File: config.mk
export PLATFORM = sky130hd
export DESIGN_NAME = vector_sequencer
export DESIGN_NICKNAME = d
export VERILOG_FILES = /design/src/rtl/vector_pkg.sv /design/src/rtl/vector_obj_select.sv /design/src/rtl/vector_sequencer.sv
export SDC_FILE = /design/constraint.sdc
export NUM_CORES = 1
export LEC_CHECK = 0
export BUFFER_PORTS_ARGS = -buffer_cell sky130_fd_sc_hd__buf_2
export CORE_UTILIZATION = 40
export CTS_CLUSTER_SIZE = 14
export DETAILED_ROUTE_END_ITERATION = 6
export GPL_ROUTABILITY_DRIVEN = 0
export GPL_TIMING_DRIVEN = 0
export HOLD_SLACK_MARGIN = 0.1
export PLACE_DENSITY_LB_ADDON = 0.1
export SLEW_MARGIN = 0
export SYNTH_ARGS = -nofsm -noshare
export SYNTH_HDL_FRONTEND = slang
export SYNTH_SLANG_ARGS = --single-unit
File: constraint.sdc
create_clock -name clk -period 2.4 [get_ports clk]
set_input_delay 0.12 -clock clk [delete_from_list [all_inputs] [get_ports clk]]
set_output_delay 0.12 -clock clk [all_outputs]
set_load 0.01 [all_outputs]
File: src/rtl/vector_pkg.sv
// Shared types and memory-word field positions for the multi-object vector sequencer.
package vector_pkg;

    typedef enum logic [3:0] {
        ST_IDLE     = 4'd0,
        ST_SELECT   = 4'd1,
        ST_FETCH    = 4'd2,
        ST_WAITRD   = 4'd3,
        ST_DECODE   = 4'd4,
        ST_ISSUE    = 4'd5,
        ST_WAITDONE = 4'd6,
        ST_NEXT     = 4'd7,
        ST_FINISH   = 4'd8
    } state_t;

    typedef enum logic [1:0] {
        OP_NOP  = 2'b00,
        OP_MOVE = 2'b01,
        OP_DRAW = 2'b10,
        OP_END  = 2'b11
    } opcode_t;

    // Word layout from the LSB up: {line,pos} opcode, then y, then x.
    localparam int OP_LSB = 0;
    localparam int OP_W   = 2;
    localparam int Y_LSB  = 2;

endpackage

File: src/rtl/vector_obj_select.sv
// Finds the lowest-index object that is enabled and not yet finished this frame.
module vector_obj_select
    import vector_pkg::*;
#(
    parameter int NUM_OBJ = 4,
    parameter int IDX_W   = 2
) (
    input  logic [NUM_OBJ-1:0] pending,
    output logic               found,
    output logic [IDX_W-1:0]   idx
);

    // Scan downwards so the lowest pending index is the last one written.
    always_comb begin
        found = |pending;
        idx   = '0;
        for (int i = NUM_OBJ - 1; i >= 0; i--) begin
            idx = pending[i] ? IDX_W'(i) : idx;
        end
    end

endmodule

File: src/rtl/vector_sequencer.sv
// Walks up to NUM_OBJ vector lists, offsets each point per object and hands
// DRAW segments to the line drawer over a go/busy/done handshake.
module vector_sequencer
    import vector_pkg::*;
#(
    parameter int COORD_W = 8,
    parameter int ADR_W   = 10,
    parameter int DATA_W  = 2*COORD_W+2,
    parameter int NUM_OBJ = 4,
    parameter int RD_LAT  = 1,
    parameter int MAX_LEN = 256,
    parameter int BRES_W  = COORD_W+2
) (
    input  logic                         clk,
    input  logic                         rst,
    input  logic                         start,
    input  logic [NUM_OBJ-1:0]           obj_en,
    input  logic [NUM_OBJ*ADR_W-1:0]     obj_base,
    input  logic [NUM_OBJ*(COORD_W+1)-1:0] obj_dx,
    input  logic [NUM_OBJ*(COORD_W+1)-1:0] obj_dy,
    output logic [ADR_W-1:0]             mem_adr,
    output logic                         mem_rd,
    input  logic [DATA_W-1:0]            data_in,
    input  logic                         busy,
    input  logic                         done,
    output logic                         go,
    output logic [BRES_W-1:0]            stax,
    output logic [BRES_W-1:0]            stay,
    output logic [BRES_W-1:0]            endx,
    output logic [BRES_W-1:0]            endy,
    output logic                         vector_reset,
    output logic                         frame_busy,
    output logic                         frame_done,
    output logic                         len_err
);

    localparam int IDX_W = (NUM_OBJ > 1) ? $clog2(NUM_OBJ) : 1;
    localparam int OFS_W = COORD_W + 1;
    localparam int CNT_W = $clog2(MAX_LEN + 1);
    localparam int LAT_W = (RD_LAT > 1) ? $clog2(RD_LAT) : 1;
    localparam int X_LSB = Y_LSB + COORD_W;

    state_t              state_r, state_s;
    logic [NUM_OBJ-1:0]  obj_en_r, obj_done_r;
    logic [IDX_W-1:0]    cur_idx_r, sel_idx_s;
    logic                sel_found_s;
    logic [ADR_W-1:0]    sel_base_s;
    logic [OFS_W-1:0]    sel_dx_s, sel_dy_s, dx_r, dy_r;
    logic [BRES_W-1:0]   prev_x_r, prev_y_r, new_x_s, new_y_s;
    logic [CNT_W-1:0]    word_cnt_r, cnt_inc_s;
    logic [LAT_W-1:0]    lat_cnt_r;
    logic [DATA_W-1:0]   data_r;
    opcode_t             op_s;
    logic                lat_last_s, len_hit_s;

    // Unsigned coordinate plus signed offset, no clamping.
    function automatic logic [BRES_W-1:0] add_ofs(input logic [COORD_W-1:0] c,
                                                  input logic [OFS_W-1:0] o);
        return {{(BRES_W-COORD_W){1'b0}}, c} + {{(BRES_W-OFS_W){o[OFS_W-1]}}, o};
    endfunction

    vector_obj_select #(
        .NUM_OBJ (NUM_OBJ),
        .IDX_W   (IDX_W)
    ) u_select (
        .pending (obj_en_r & ~obj_done_r),
        .found   (sel_found_s),
        .idx     (sel_idx_s)
    );

    assign sel_base_s = obj_base[int'(sel_idx_s)*ADR_W +: ADR_W];
    assign sel_dx_s   = obj_dx[int'(sel_idx_s)*OFS_W +: OFS_W];
    assign sel_dy_s   = obj_dy[int'(sel_idx_s)*OFS_W +: OFS_W];
    assign op_s       = opcode_t'(data_r[OP_LSB +: OP_W]);
    assign new_x_s    = add_ofs(data_r[X_LSB +: COORD_W], dx_r);
    assign new_y_s    = add_ofs(data_r[Y_LSB +: COORD_W], dy_r);
    assign lat_last_s = (lat_cnt_r == LAT_W'(RD_LAT - 1));
    assign cnt_inc_s  = word_cnt_r + CNT_W'(1);
    assign len_hit_s  = (cnt_inc_s == CNT_W'(MAX_LEN));

    // Next-state decode.
    always_comb begin
        state_s = state_r;
        case (state_r)
            ST_IDLE:     state_s = start ? ST_SELECT : ST_IDLE;
            ST_SELECT:   state_s = sel_found_s ? ST_FETCH : ST_FINISH;
            ST_FETCH:    state_s = ST_WAITRD;
            ST_WAITRD:   state_s = lat_last_s ? ST_DECODE : ST_WAITRD;
            ST_DECODE: begin
                case (op_s)
                    OP_DRAW: state_s = ST_ISSUE;
                    OP_END:  state_s = ST_SELECT;
                    default: state_s = ST_NEXT;
                endcase
            end
            ST_ISSUE:    state_s = busy ? ST_ISSUE : ST_WAITDONE;
            ST_WAITDONE: state_s = done ? ST_NEXT : ST_WAITDONE;
            ST_NEXT:     state_s = len_hit_s ? ST_SELECT : ST_FETCH;
            ST_FINISH:   state_s = ST_IDLE;
            default:     state_s = ST_IDLE;
        endcase
    end

    // State, datapath and registered outputs.
    always_ff @(posedge clk) begin
        if (rst) begin
            state_r      <= ST_IDLE;
            obj_en_r     <= '0;
            obj_done_r   <= '0;
            cur_idx_r    <= '0;
            dx_r         <= '0;
            dy_r         <= '0;
            prev_x_r     <= '0;
            prev_y_r     <= '0;
            word_cnt_r   <= '0;
            lat_cnt_r    <= '0;
            data_r       <= '0;
            mem_adr      <= '0;
            mem_rd       <= 1'b0;
            go           <= 1'b0;
            stax         <= '0;
            stay         <= '0;
            endx         <= '0;
            endy         <= '0;
            vector_reset <= 1'b0;
            frame_busy   <= 1'b0;
            frame_done   <= 1'b0;
            len_err      <= 1'b0;
        end else begin
            state_r      <= state_s;
            mem_rd       <= (state_s == ST_FETCH);
            go           <= (state_r == ST_ISSUE) && !busy;
            vector_reset <= (state_r == ST_IDLE) && start;
            frame_busy   <= (state_s != ST_IDLE);
            frame_done   <= (state_s == ST_FINISH);
            case (state_r)
                ST_IDLE: begin
                    if (start) begin
                        obj_en_r   <= obj_en;
                        obj_done_r <= '0;
                        len_err    <= 1'b0;
                    end
                end
                ST_SELECT: begin
                    if (sel_found_s) begin
                        cur_idx_r  <= sel_idx_s;
                        mem_adr    <= sel_base_s;
                        dx_r       <= sel_dx_s;
                        dy_r       <= sel_dy_s;
                        prev_x_r   <= '0;
                        prev_y_r   <= '0;
                        word_cnt_r <= '0;
                    end
                end
                ST_FETCH: lat_cnt_r <= '0;
                ST_WAITRD: begin
                    lat_cnt_r <= lat_cnt_r + LAT_W'(1);
                    if (lat_last_s) begin
                        data_r <= data_in;
                    end
                end
                ST_DECODE: begin
                    case (op_s)
                        OP_MOVE: begin
                            prev_x_r <= new_x_s;
                            prev_y_r <= new_y_s;
                        end
                        OP_DRAW: begin
                            stax     <= prev_x_r;
                            stay     <= prev_y_r;
                            endx     <= new_x_s;
                            endy     <= new_y_s;
                            prev_x_r <= new_x_s;
                            prev_y_r <= new_y_s;
                        end
                        OP_END:  obj_done_r[cur_idx_r] <= 1'b1;
                        default: ;
                    endcase
                end
                ST_NEXT: begin
                    // Runaway list without END: give up on this object.
                    mem_adr    <= mem_adr + ADR_W'(1);
                    word_cnt_r <= cnt_inc_s;
                    if (len_hit_s) begin
                        len_err                <= 1'b1;
                        obj_done_r[cur_idx_r]  <= 1'b1;
                    end
                end
                default: ;
            endcase
        end
    end

endmodule

==> results.yml, run 1 <==
synthesis:
  ys.flop_type: "dfxtp_1"
  synth.avg_cell_area_sq_um: 8.82
  syn-num-nets: 929
  yosys_warnings: 0
  syn_inst: 768
  synth_edf_count: 0
  seq_area_frac_synth_pct: 40.2
  ys_async_sr_fraction_pct: 0
  synth-seq-cells: 136
  synthesis.area_sq_um: 6770
  synth.distinct_cells: 75
grt:
  antenna_found_initial: 0
  gr-total-overflow: 0
  grt_pass1_wl_um: 32100
  grt_max_degree: 17
  first_global_vias: 6073
  gr-usage-all-layers_pct: 23.8
floorplan:
  dieArea_sq_um: 17500
  initial_core_util_pct: 40.8
  core_area_sq_um: 16600
  chipWidth_um: 132
  die_h_um: 132
  io_pins: 195
  rows: 47
routing:
  vias_per_cell: 5.17
  drc: 0
  wirelength_um: 20000
  vias: 6388
  wl_per_cell_um: 16.2
  antenna_left: 0
  drt_iter0_markers: 297
  first_pass_iters: 5
timing:
  tns_ns: 0
  post-route-period-util_pct: 95.1
  relSlewSlack_pct: 51.0
  clock.fmax_ghz: 0.438
  fin_crit_ns: 2.28
  drv_slew: 0
  hold_viol: 0
  fin_worst_skew_ns: 0.00924
  rsz0062_at_grt: "true"
  setup-violations-final: 0
  worst_pin_slew_ns: 0.735
setup_path:
  end_kind: "flop"
  ff2ff_setup_slack_ns: 0.12
  r2r-end: "endy[8]$_SDFFE_PP0P_"
  critPathLaunchType: "flop"
  cp_data_required_time_ns: 2.71
  path_class: "flop to flop"
  worstPathMaxFanout: 10
  timing.rr.start: "state_r[1]$_SDFF_PP0_"
  reg2regPathDepth: 5
  worstPathArrival_ns: 2.60
power_and_ir_drop:
  p_leak_nw: 3.66
  ir_drop_uv: 454
  power.density_nw_per_um2: 689
cts:
  h-tree-depth: 4
  cts_tree: "built"
  clk_path_buf_depth: 2
  cts_buffers: 17
  clkLatencyLatePin_ns: 0.43
  cts.sinks: 136
  cts_root_buf: "clkbuf_16"
  clk_pin_slew_worst_paths_ns: 0.06
placed_design:
  port_buffers: 193
  place_hpwl_um: 15400
hold_path:
  worstHoldStart: "obj_dx[2]"
  hold_path.class: "input port to flop"
  hold_path_depth: 4
  min_to: "dx_r[2]$_SDFFE_PP0P_"
layout:
  layout_commonest_cell: "buf_2"
  drive_gt1_share_pct: 29.3
  final_util_pct: 53.6
  diodes: 0
  fillers: 1644
  area_delta_synth_final_pct: 31.3
  layout.nets: 1163
  final_cell_mix: "buf_2, nand2_1, dfxtp_1, a21oi_1, nor2_1"
flow_run:
  maxCapViolCount: 0
status:
  outcome: "complete, no violations"
[sequential cells by signal, summed over array words and instances, names as in the netlist]
name and flops:
prev_x_r 10, dy_r 9, frame_done 1, lat_cnt_r 1, mem_adr 10, go 1, stay 10, frame_busy 1
mem_rd 1, obj_done_r 4, endx 10, prev_y_r 10, vector_reset 1, word_cnt_r 9, len_err 1, endy 10
dx_r 9, data_r 18, stax 10, cur_idx_r 2, obj_en_r 4, state_r 4
[Yosys cell counts (12+ instances only)]
library cell | n | area, sq um
mux4_2 | 26 | 586
nor3_1 | 15 | 75.1
nand3_1 | 19 | 95.1
inv_1 | 12 | 45.0
dfxtp_1 | 136 | 2720
nor2_1 | 52 | 195
a21oi_1 | 100 | 500
o21ai_0 | 20 | 100
nand2_1 | 165 | 619
ha_1 | 20 | 250
clkbuf_1 | 24 | 90.1
[metrics by stage]
stage	total power [W]	worst slack, ns	cell area [sq um]	hold slack, ns	instances
2_1_floorplan	0.00300	0.391	6770	0.256	768
3_3_place_gp	0.00330	-0.0942	8010	0.355	1181
3_5_place_dp	0.00331	-0.0939	8010	0.357	1181
4_1_cts	0.00616	0.132	8880	0.151	1235
5_1_grt	0.00638	0.00230	8890	0.169	1235
6_report	0.00613	0.119	8890	0.162	1235
[where the power goes]
group	switching, W	internal [W]	leakage, nW
combinational	0.000461	0.000439	2.25
clock	0.00104	0.00180	0.310
sequential	0.0000564	0.00232	1.10
[how the worst max path moves through the flow]
stage,end,depth (start not counted),from
floorplan,prev_x_r[9]$_SDFFE_PP0P_,7,dx_r[1]$_SDFFE_PP0P_
global placement,word_cnt_r[1]$_SDFFE_PP0P_,6,obj_done_r[1]$_SDFFE_PP0P_
detailed placement,word_cnt_r[1]$_SDFFE_PP0P_,6,obj_done_r[1]$_SDFFE_PP0P_
CTS,prev_x_r[8]$_SDFFE_PP0P_,8,dx_r[0]$_SDFFE_PP0P_
global route,prev_x_r[8]$_SDFFE_PP0P_,8,dx_r[0]$_SDFFE_PP0P_
finish,endy[8]$_SDFFE_PP0P_,5,state_r[1]$_SDFF_PP0_
[what timing repair did]
item                                    4_1_cts  5_1_grt
endpoints found under the hold margin        22        0
endpoints found under the setup margin       26        3
hold buffers                                 22        0
resized for setup                             1        3
setup buffers                                 0        0
[layer usage]
metal | track usage (%) | vias up | part of all wire, %
met5 | 0 | - | 0
met4 | 8.33 | 0 | 2.2
met3 | 5.27 | 32 | 5.3
met2 | 38.1 | 190 | 45
met1 | 31.7 | 2945 | 47
li1 | - | 3221 | -
[final cells by class]
type | count | area (sq um) | area share [%]
buffer | 46 | 233 | 2.62
clock buffer | 19 | 453 | 5.10
clock inverter | 13 | 193 | 2.17
inverter | 12 | 45.0 | 0.507
multi-input combinational | 574 | 3780 | 42.5
sequential | 136 | 2720 | 30.6
tap | 220 | 275 | 3.10
timing repair buffer | 215 | 1190 | 13.3
[worst max-delay path, cell delays in order (launching register included)]
cell and delay, ns:
dfxtp_1 0.34, buf_6 0.16, nor4b_4 0.47, nand2_1 0.35
clkbuf_1 0.40, a311o_1 0.44
[kinds of logic (layout without fill, tap and decap cells)]
logic type	after synthesis	in the layout	share of synthesized area [%]
flops	136	136	40.2
compound gates	191	191	17.8
mux	36	36	10.2
simple gates	313	313	21.9
xor+xnor	12	12	1.55
fa+ha+maj	22	22	4.29
buf+inv	58	305	4.08
Power figures use the tool's default switching activity.
==> inputs of run 2 (changes only) <==
--- a/config.mk
+++ b/config.mk
@@ -6,6 +6,7 @@
 export NUM_CORES = 1
 export LEC_CHECK = 0
 export BUFFER_PORTS_ARGS = -buffer_cell sky130_fd_sc_hd__buf_2
+export CORE_ASPECT_RATIO = 1.2
 export CORE_UTILIZATION = 40
 export CTS_CLUSTER_SIZE = 14
 export DETAILED_ROUTE_END_ITERATION = 6
==> run 2 against run 1 <==
Cell area down 0.73%. Sequential power about the same. Die area about the same. Clock power down 9.1%. Core utilization up 0.20 points. Setup slack worse by 0.0034 ns. Critical path depth up 3. Global-route usage up 0.40 points. Total power down 3.8%. Combinational power up 2%. Critical path type unchanged. Critical endpoint is now prev_x_r[8]$_SDFFE_PP0P_. Largest cell class unchanged. Largest power group unchanged. Highest routed layer unchanged.
==> results.yml, run 2 (synthesis gave the netlist of run 1 again) <==
status:
  outcome: "complete, no violations"
routing:
  drt_iter0_markers: 360
  vias_per_cell: 5.24
  vias: 6435
  antenna_left: 0
  wl_per_cell_um: 16.6
  drc: 0
  wirelength_um: 20300
  first_pass_iters: 5
timing:
  post-route-period-util_pct: 95.2
  setup-violations-final: 0
  fin_crit_ns: 2.28
  tns_ns: 0
  fin_worst_skew_ns: 0.00670
  relSlewSlack_pct: 53.4
  clock.fmax_ghz: 0.438
  worst_pin_slew_ns: 0.698
  hold_viol: 0
  rsz0062_at_grt: "false"
  drv_slew: 0
cts:
  cts_root_buf: "clkbuf_16"
  clk_pin_slew_worst_paths_ns: 0.06
  clk_path_buf_depth: 2
  h-tree-depth: 4
  clkLatencyLatePin_ns: 0.43
  cts_tree: "built"
  cts_buffers: 17
  cts.sinks: 136
setup_path:
  worstPathArrival_ns: 2.60
  critPathLaunchType: "flop"
  worstPathMaxFanout: 3
  r2r-end: "prev_x_r[8]$_SDFFE_PP0P_"
  crit_path_end: "prev_x_r[8]$_SDFFE_PP0P_"
  cp_data_required_time_ns: 2.72
  startpoint: "dx_r[0]$_SDFFE_PP0P_"
  end_kind: "flop"
  reg2regPathDepth: 8
  timing.rr.start: "dx_r[0]$_SDFFE_PP0P_"
  critPathSlowestCell: "fa_1"
  path_class: "flop to flop"
  worstPathCellList: "ha_1, fa_1, a21oi_1, o21ai_0, a2111oi_0, or2_2, xnor2_1, a22o_1"
  slowest_delay_ns: 0.42
  ff2ff_setup_slack_ns: 0.12
power_and_ir_drop:
  ir_drop_uv: 514
  p_leak_nw: 3.63
  pwr-share-seq_pct: 40.4
  clkPwrFrac_pct: 44.0
  pwr-share-comb_pct: 15.6
  p_sw_share_pct: 25.9
  switchingPower_w: 0.00153
  p_int_w: 0.00437
  power.density_nw_per_um2: 668
placed_design:
  port_buffers: 193
  placed_cells: 1173
  place_hpwl_um: 15900
hold_path:
  hold_path.class: "input port to flop"
floorplan:
  rows: 51
  dieArea_sq_um: 17500
  initial_core_util_pct: 41.3
  io_pins: 195
  die_h_um: 145
  chipWidth_um: 121
  core_area_sq_um: 16400
layout:
  top_register: "data_r"
  finalNonFillerCells: 1227
  diodes: 0
  final_cell_mix: "buf_2, nand2_1, dfxtp_1, a21oi_1, nor2_1"
  drive_gt1_share_pct: 29.3
  largest_register_ffs: 18
  layout.nets: 1163
  area_delta_synth_final_pct: 30.3
  layout_commonest_cell: "buf_2"
grt:
  grt_max_degree: 17
  antenna_found_initial: 0
  gr-usage-all-layers_pct: 24.2
  gr-total-overflow: 0
  first_global_vias: 6173
  grt_pass1_wl_um: 32000
flow_run:
  maxCapViolCount: 0
[run 2: what timing repair did]
item,4_1_cts,5_1_grt
gates resized for setup,1,1
endpoints found under the hold margin,22,0
hold buffers,22,0
pin swaps,0,0
setup buffers,0,0
setup endpoints to repair,1,1
[run 2: metal layers]
layer	routed length, um	global-route usage, %	vias up
met5	0	0	-
met4	732	12.2	0
met3	1080	3.98	42
met2	10200	43.4	240
met1	8280	27.8	2928
li1	-	-	3225
[run 2: worst max-delay path, delay by kind of cell, from the launching register on]
family                     cells  cell delay [ns]
adders and majority gates      2             0.66
DFF                            1             0.33
AOI/OAI and AO/OA              4             0.92
and+or+nand+nor                1             0.21
xor gates and xnor gates       1             0.06
[run 2: layout make-up]
class	instances	area (sq um)
clock inverter	12	124
inverter	12	45.0
tap	212	265
multi-input combinational	574	3780
sequential	136	2720
clock buffer	20	467
buffer	46	231
fill	1605	7580
timing repair buffer	215	1190
[run 2: power groups by stage]
stage	sequential, W	clock, W	combinational (W)
6_report	0.00238	0.00259	0.000918
3_3_place_gp	0.00243	0	0.000890
2_1_floorplan	0.00243	0	0.000573
3_5_place_dp	0.00243	0	0.000893
4_1_cts	0.00238	0.00264	0.000926
5_1_grt	0.00239	0.00274	0.00101
[run 2: worst min-delay path by stage]
stage | from | endpoint | slack [ns] | depth (start not counted)
after floorplan | data_in[10] | data_r[10]$_SDFFE_PP0P_ | 0.26 | 2
after global placement | obj_en[3] | obj_en_r[3]$_SDFFE_PP0P_ | 0.35 | 3
after detailed placement | obj_en[3] | obj_en_r[3]$_SDFFE_PP0P_ | 0.36 | 3
after CTS | obj_base[26] | mem_adr[6]$_SDFFE_PP0P_ | 0.14 | 4
after global routing | obj_dx[23] | dx_r[5]$_SDFFE_PP0P_ | 0.18 | 4
final | obj_base[26] | mem_adr[6]$_SDFFE_PP0P_ | 0.15 | 4
[run 2: per-stage QoR]
stage	instance area (sq um)	power (W)	hold slack (ns)	utilization [%]	setup WS, ns
global route	8820	0.00614	0.176	53.8	0.00800
finish	8820	0.00589	0.151	53.8	0.115
floorplan	6770	0.00300	0.256	-	0.391
CTS	8820	0.00595	0.143	53.8	0.129
detailed placement	8000	0.00333	0.360	48.8	0.0548
global placement	8000	0.00332	0.352	48.8	0.0588
